`src/rtl/spi_slave_pkg.sv`:
```
// rtl/spi_slave_pkg.sv - shared SPI mode constants, default idle word and FSM state type
package spi_slave_pkg;

    // SPI modes as {CPOL, CPHA}
    localparam logic [1:0] SPI_MODE0 = 2'b00;
    localparam logic [1:0] SPI_MODE1 = 2'b01;
    localparam logic [1:0] SPI_MODE2 = 2'b10;
    localparam logic [1:0] SPI_MODE3 = 2'b11;

    // Word shifted out when the host has not supplied one (sliced to DW bits)
    localparam logic [31:0] TX_IDLE_DEFAULT = 32'h0000_00FF;

    typedef enum logic {
        ST_IDLE   = 1'b0,
        ST_ACTIVE = 1'b1
    } state_t;

endpackage

```
`src/rtl/spi_slave_sync.sv`:
```
// rtl/spi_slave_sync.sv - two-flop synchronizer with a third flop for lead/trail edge pulses
module spi_slave_sync
    import spi_slave_pkg::*;
#(
    parameter logic IDLE    = 1'b0,
    parameter logic RST_VAL = 1'b0
) (
    input  logic clk,
    input  logic rst,
    input  logic pin,
    output logic lead,
    output logic trail
);

    logic [2:0] sr;

    // sr[1] is the synchronized level, sr[2] its previous value for edge detection
    always_ff @(posedge clk) begin
        if (rst) begin
            sr <= {3{RST_VAL}};
        end else begin
            sr <= {sr[1:0], pin};
        end
    end

    // lead: level leaves IDLE; trail: level returns to IDLE
    assign lead  = (sr[1] != IDLE) && (sr[2] == IDLE);
    assign trail = (sr[1] == IDLE) && (sr[2] != IDLE);

endmodule

```
`src/rtl/spi_slave.sv`:
```
// rtl/spi_slave.sv - oversampled SPI target with pulsed rx port and one-deep tx hold buffer
module spi_slave
    import spi_slave_pkg::*;
#(
    parameter int            DW      = 8,
    parameter logic          CPOL    = SPI_MODE0[1],
    parameter logic          CPHA    = SPI_MODE0[0],
    parameter logic [DW-1:0] TX_IDLE = TX_IDLE_DEFAULT[DW-1:0]
) (
    input  logic          clk,
    input  logic          rst,
    input  logic          spi_sck,
    input  logic          spi_ss,
    input  logic          spi_mosi,
    output logic          spi_miso,
    output logic          spi_miso_oe,
    input  logic [DW-1:0] tx_data,
    input  logic          tx_valid,
    output logic          tx_ready,
    output logic [DW-1:0] rx_data,
    output logic          rx_valid,
    output logic          tx_underrun,
    output logic          busy
);

    localparam int CW = (DW > 2) ? $clog2(DW) : 1;
    localparam logic [CW-1:0] LAST_BIT = CW'(DW - 1);

    state_t        state;
    state_t        state_nxt;
    logic          sck_lead;
    logic          sck_trail;
    logic          ss_fall;
    logic          ss_rise;
    logic [1:0]    mosi_sr;
    logic          mosi_s;
    logic [CW-1:0] bit_cnt;
    logic          frame_first;
    logic [DW-1:0] rx_shift;
    logic [DW-1:0] tx_shift;
    logic [DW-1:0] hold;
    logic          hold_full;
    logic          in_frame;
    logic          start;
    logic          do_sample;
    logic          do_shift;
    logic          reload;
    logic          accept;
    logic [DW-1:0] rx_next;

    // SCK resets to its idle level so leaving reset never fakes an edge
    spi_slave_sync #(.IDLE(CPOL), .RST_VAL(CPOL)) u_sck_sync (
        .clk   (clk),
        .rst   (rst),
        .pin   (spi_sck),
        .lead  (sck_lead),
        .trail (sck_trail)
    );

    // SS resets low so a reset inside a frame cannot see a falling edge until SS has gone high
    spi_slave_sync #(.IDLE(1'b1), .RST_VAL(1'b0)) u_ss_sync (
        .clk   (clk),
        .rst   (rst),
        .pin   (spi_ss),
        .lead  (ss_fall),
        .trail (ss_rise)
    );

    // Two-flop synchronizer for MOSI; sampled together with the three-flop SCK edge
    always_ff @(posedge clk) begin
        if (rst) begin
            mosi_sr <= 2'b00;
        end else begin
            mosi_sr <= {mosi_sr[0], spi_mosi};
        end
    end

    assign mosi_s = mosi_sr[1];

    // An SS deassert in the same clk as an SCK edge wins, so edges only count while staying selected
    assign in_frame  = (state == ST_ACTIVE) && !ss_rise;
    assign start     = (state == ST_IDLE) && ss_fall;
    assign do_sample = in_frame && (CPHA ? sck_trail : sck_lead);
    assign do_shift  = in_frame && (CPHA ? sck_lead : sck_trail);
    assign reload    = start || (do_shift && !frame_first && (bit_cnt == '0));
    assign accept    = tx_valid && !hold_full;
    assign rx_next   = {rx_shift[DW-2:0], mosi_s};

    // FSM state register
    always_ff @(posedge clk) begin
        if (rst) begin
            state <= ST_IDLE;
        end else begin
            state <= state_nxt;
        end
    end

    // FSM next state: selected while synchronized SS is low
    always_comb begin
        state_nxt = state;
        case (state)
            ST_IDLE:   if (ss_fall) state_nxt = ST_ACTIVE;
            ST_ACTIVE: if (ss_rise) state_nxt = ST_IDLE;
            default:   state_nxt = ST_IDLE;
        endcase
    end

    // Bit counter, shift registers, hold buffer and pulsed status outputs
    always_ff @(posedge clk) begin
        if (rst) begin
            bit_cnt     <= '0;
            frame_first <= 1'b0;
            rx_shift    <= '0;
            tx_shift    <= '0;
            hold        <= '0;
            hold_full   <= 1'b0;
            rx_data     <= '0;
            rx_valid    <= 1'b0;
            tx_underrun <= 1'b0;
        end else begin
            rx_valid    <= 1'b0;
            tx_underrun <= 1'b0;

            if (reload) begin
                if (hold_full) begin
                    tx_shift  <= hold;
                    hold_full <= 1'b0;
                end else if (tx_valid) begin
                    tx_shift <= tx_data;
                end else begin
                    tx_shift    <= TX_IDLE;
                    tx_underrun <= 1'b1;
                end
            end else begin
                if (accept) begin
                    hold      <= tx_data;
                    hold_full <= 1'b1;
                end
                if (do_shift && !frame_first) begin
                    tx_shift <= {tx_shift[DW-2:0], 1'b0};
                end
            end

            if (do_shift && frame_first) begin
                frame_first <= 1'b0;
            end

            if (do_sample) begin
                rx_shift    <= rx_next;
                frame_first <= 1'b0;
                if (bit_cnt == LAST_BIT) begin
                    bit_cnt  <= '0;
                    rx_data  <= rx_next;
                    rx_valid <= 1'b1;
                end else begin
                    bit_cnt <= bit_cnt + 1'b1;
                end
            end

            if (start) begin
                bit_cnt     <= '0;
                frame_first <= 1'b1;
            end else if ((state == ST_ACTIVE) && ss_rise) begin
                bit_cnt <= '0;
            end
        end
    end

    assign tx_ready    = !hold_full;
    assign spi_miso    = (state == ST_ACTIVE) && tx_shift[DW-1];
    assign spi_miso_oe = (state == ST_ACTIVE);
    assign busy        = (state == ST_ACTIVE);

endmodule

```
`config.mk`:
```
export PLATFORM = sky130hd
export DESIGN_NAME = spi_slave
export DESIGN_NICKNAME = d
export VERILOG_FILES = /design/src/rtl/spi_slave_pkg.sv /design/src/rtl/spi_slave_sync.sv /design/src/rtl/spi_slave.sv
export SDC_FILE = /design/constraint.sdc
export NUM_CORES = 1
export LEC_CHECK = 0
export ABC_AREA = 1
export CORE_MARGIN = 2
export CORE_UTILIZATION = 56
export CTS_BUF_LIST = sky130_fd_sc_hd__clkbuf_2
export DETAILED_ROUTE_END_ITERATION = 8
export PLACE_DENSITY = 0.81
export SYNTH_ARGS = -nofsm -noshare
export SYNTH_HDL_FRONTEND = slang
export SYNTH_SLANG_ARGS = --single-unit
```
`constraint.sdc`:
```
create_clock -name clk -period 1.8 [get_ports clk]
set_input_delay 0.36 -clock clk [delete_from_list [all_inputs] [get_ports clk]]
set_output_delay 0.36 -clock clk [all_outputs]
set_load 0.01 [all_outputs]
```
==> impl_results.md <==
- Status: complete, no violations
- Fill cell count: roughly 340
- Maxcap violations: 0
- RSZ-0062 raised after global routing: false
- Synthesis-stage register bit count: between 40 and 50
- Area leader, netlist: dfxtp_1
- FF+latch area: 947 sq um
- Antenna cell count: 0
- Mapped Nets: 304
- Crit-path slowest cell: clkdlybuf4s50_1
- Max Freq: roughly 570 MHz
- CTS Root Buffer Type: clkbuf_2
- Actual slew at the worst max-slew pin: ~0.33 ns
- Hold path cells: 3
- Final worst slack: about 0.057 ns
- Buf+Inv Stages, Crit Path: 1
- Top FF cell, synth: dfxtp_1
- Kind of critical path: reg2out
- Cells on worst reg2reg path: 12
- Initial Utilization: 57.8%
- Area Overhead vs Synth: 17.9%
- Num CTS Buffers: 5
- GRT overflow: 0
- Area after DPL: 2410 sq um
- CTS tree: built
- Clock Latency Late Sink: 0.46 ns
- Via count: roughly 1.7k
- Clock transition at path regs: 0.24 ns
- Final Hold Vio Count: 0
- Yosys Warn Count: 0
- CP Cell Sequence: clkdlybuf4s50_1
- Initial antenna violation count: 0
- Setup TNS: 0 ns
- Post-synth top cells: 60 x nor2_1, 53 x nand2_1, 49 x inv_1
- Top cells by area, synth: dfxtp_1 45%, nor2_1 11%, nand2_1 9.5%
- Skew final: between 0.02 and 0.025 ns
- Final Wtd Congestion: about 0.84
- CTS max path bufs: 2
- Die footprint: 4260 sq um
- I/O Pins: 28
- Worst setup EP type: primary output
- Post-DR vias/cell: about 4.8
- CTS Hold Bufs: 0
- CTS Sinks: between 40 and 50
- CP max FO: 2
- Leak: 1.13 nW
- Final Total Pwr: 1.78 mW
- Rows: 22
- Die X: 65.3 um
- Crit start category: register
- Avg Cell Area, Syn: ~7.3 sq um
- Final WL: 4040 um
- Seq/Total Area, Yosys: 44.8%
- Critical path's top delay family: buffers and inverters
- Most numerous cell in the Yosys netlist: nor2_1
- CP Data Required Time: between 1 and 1.5 ns
- Peak supply drop: ~0.00047 V
- Max-slew headroom: 78.1%
- Drc violations: 0
- Number of distinct library cells after synthesis: 28
- Max incr delay on CP: 0.53 ns
- First-pass DRT Iterations: 4
- Share of cells above drive strength 1: a little under an eighth
- Fin crit share: 96.8%
- I/O Buffers: 27
- Crit path DAT: 1.38 ns
- Vias in the first global route: approximately 1.7k
- Post-synth EDFFs: 0
- Post-Place Setup Slack: 0.157 ns
- Die height: 65.3 um
- Cell area after layout: 2480 sq um
- Fraction of synthesis flops using an asynchronous set or reset pin: 0%
- First-pass GRT wire length: 7220 um
- CTS H-Tree Depth: 2
- Min Tclk post-route: 1.74 ns
- Core Area: 3630 sq um
- GR Util All Layers: 22.0%
- Multi-input logic area: 907 sq um
- HP Class: in2reg
- Largest net degree at the start of global routing: 34
- DR WL/cell: 11.0 um
- Initial drt markers: 127
- WP depth: 1
- Detailed Place HPWL: just under 3000 um
- Max Slew Vio Count: 0
- Mapped Cells: 287
- Mapped Area: 2100 sq um
- Share of the synthesized area in the top cell type: 44.8%
- DRT antenna net count: 0
- Setup Viol. Count Final: 0
- NumNets Final: roughly 340
- Pwr Density: 719 nW/um^2
==> where the power goes <==
group / leakage [nW] / switching, mW / internal [mW] / total, mW
registers: 0.384 / 0.0186 / 1.08 / 1.10
clock network: 0.0296 / 0.357 / 0.106 / 0.463
logic: 0.713 / 0.124 / 0.0974 / 0.222
==> cell families (layout without fill, tap and decap cells) <==
family | count (synthesis) | count (layout) | share of synthesized area (%)
compound gates | 39 | 39 | 11.3
fa+ha+maj | 3 | 3 | 1.79
simple gates | 138 | 138 | 29.8
buf+inv | 60 | 92 | 12.4
flops | 47 | 47 | 44.8
==> metal layers <==
layer	part of all wire (%)	vias up	GRT usage [%]
met5	0	-	0
met4	2.4	0	10.7
met3	3.9	9	4.62
met2	46	30	35.1
met1	48	774	28.4
li1	-	932	-
==> worst min-delay path, cell delays in order <==
cell and delay [ns]:
clkdlybuf4s50_1 0.39, inv_1 0.05, nor2_1 0.03
==> placed cells by master (no fill, tap or decap) <==
master / count
nand4_4: 1
clkdlybuf4s50_1: 25
o211ai_1: 1
a21oi_2: 1
o21ai_1: 1
buf_4: 5
nand2_1: 53
nand3_2: 2
a211oi_1: 2
nand2_4: 2
nand3_4: 2
nand2_2: 1
dfxtp_1: 44
dfxtp_2: 2
ha_1: 3
nor2_2: 3
clkinvlp_4: 1
nor2_4: 1
nor2_1: 59
nand3_1: 13
o21ai_2: 5
inv_1: 49
buf_12: 1
inv_2: 1
a21oi_4: 1
o21ai_0: 17
a21oi_1: 11
clkbuf_2: 6
dlygate4sd2_1: 2
dfxtp_4: 1
inv_6: 1
nand4_2: 1
clkinv_1: 1
==> worst paths after layout <==
kind | startpoint | to | slack [ns]
worst min-delay path | spi_sck | u_sck_sync.sr[0]$_SDFF_PP0_ | 0.38
worst max-delay path | rx_data[0]$_SDFFE_PP0P_ | rx_data[0] | 0.06
worst min register to register | u_sck_sync.sr[0]$_SDFF_PP0_ | u_sck_sync.sr[1]$_SDFF_PP0_ | 0.42
worst max register to register | bit_cnt[0]$_SDFFE_PP0P_ | tx_shift[2]$_SDFFE_PP0P_ | 0.22
==> flip-flops by register name, summed over array words and instances (netlist names) <==
name,cells
bit_cnt,3
busy,1
frame_first,1
hold,8
hold_full,1
mosi_sr,2
rx_data,8
rx_shift,7
rx_valid,1
tx_shift,8
tx_underrun,1
u_sck_sync.sr,3
u_ss_sync.sr,3
==> area by class of cell <==
cell class | instances | share of cell area, %
Timing Repair Buffer | 33 | 13.1
Multi-Input combinational cell | 180 | 36.6
Inverter | 51 | 7.73
Clock buffer | 6 | 1.21
Sequential cell | 47 | 38.2
Clock inverter | 2 | 0.657
Tap cell | 48 | 2.42
==> what timing repair did <==
action,in CTS,in global routing
gates resized for setup,5,3
setup endpoints to repair,4,8
buffers inserted,1,0
==> metrics by stage <==
step                      utilization [%]  hold WS, ns  instances
final                                68.2        0.379        367
after global routing                 68.2        0.370        367
after CTS                            67.9        0.384        367
after detailed placement             66.4        0.398        358
after global placement               66.4        0.390        358
after floorplan                         -        0.388        287
Note: power is estimated with default switching activity, not from simulation.
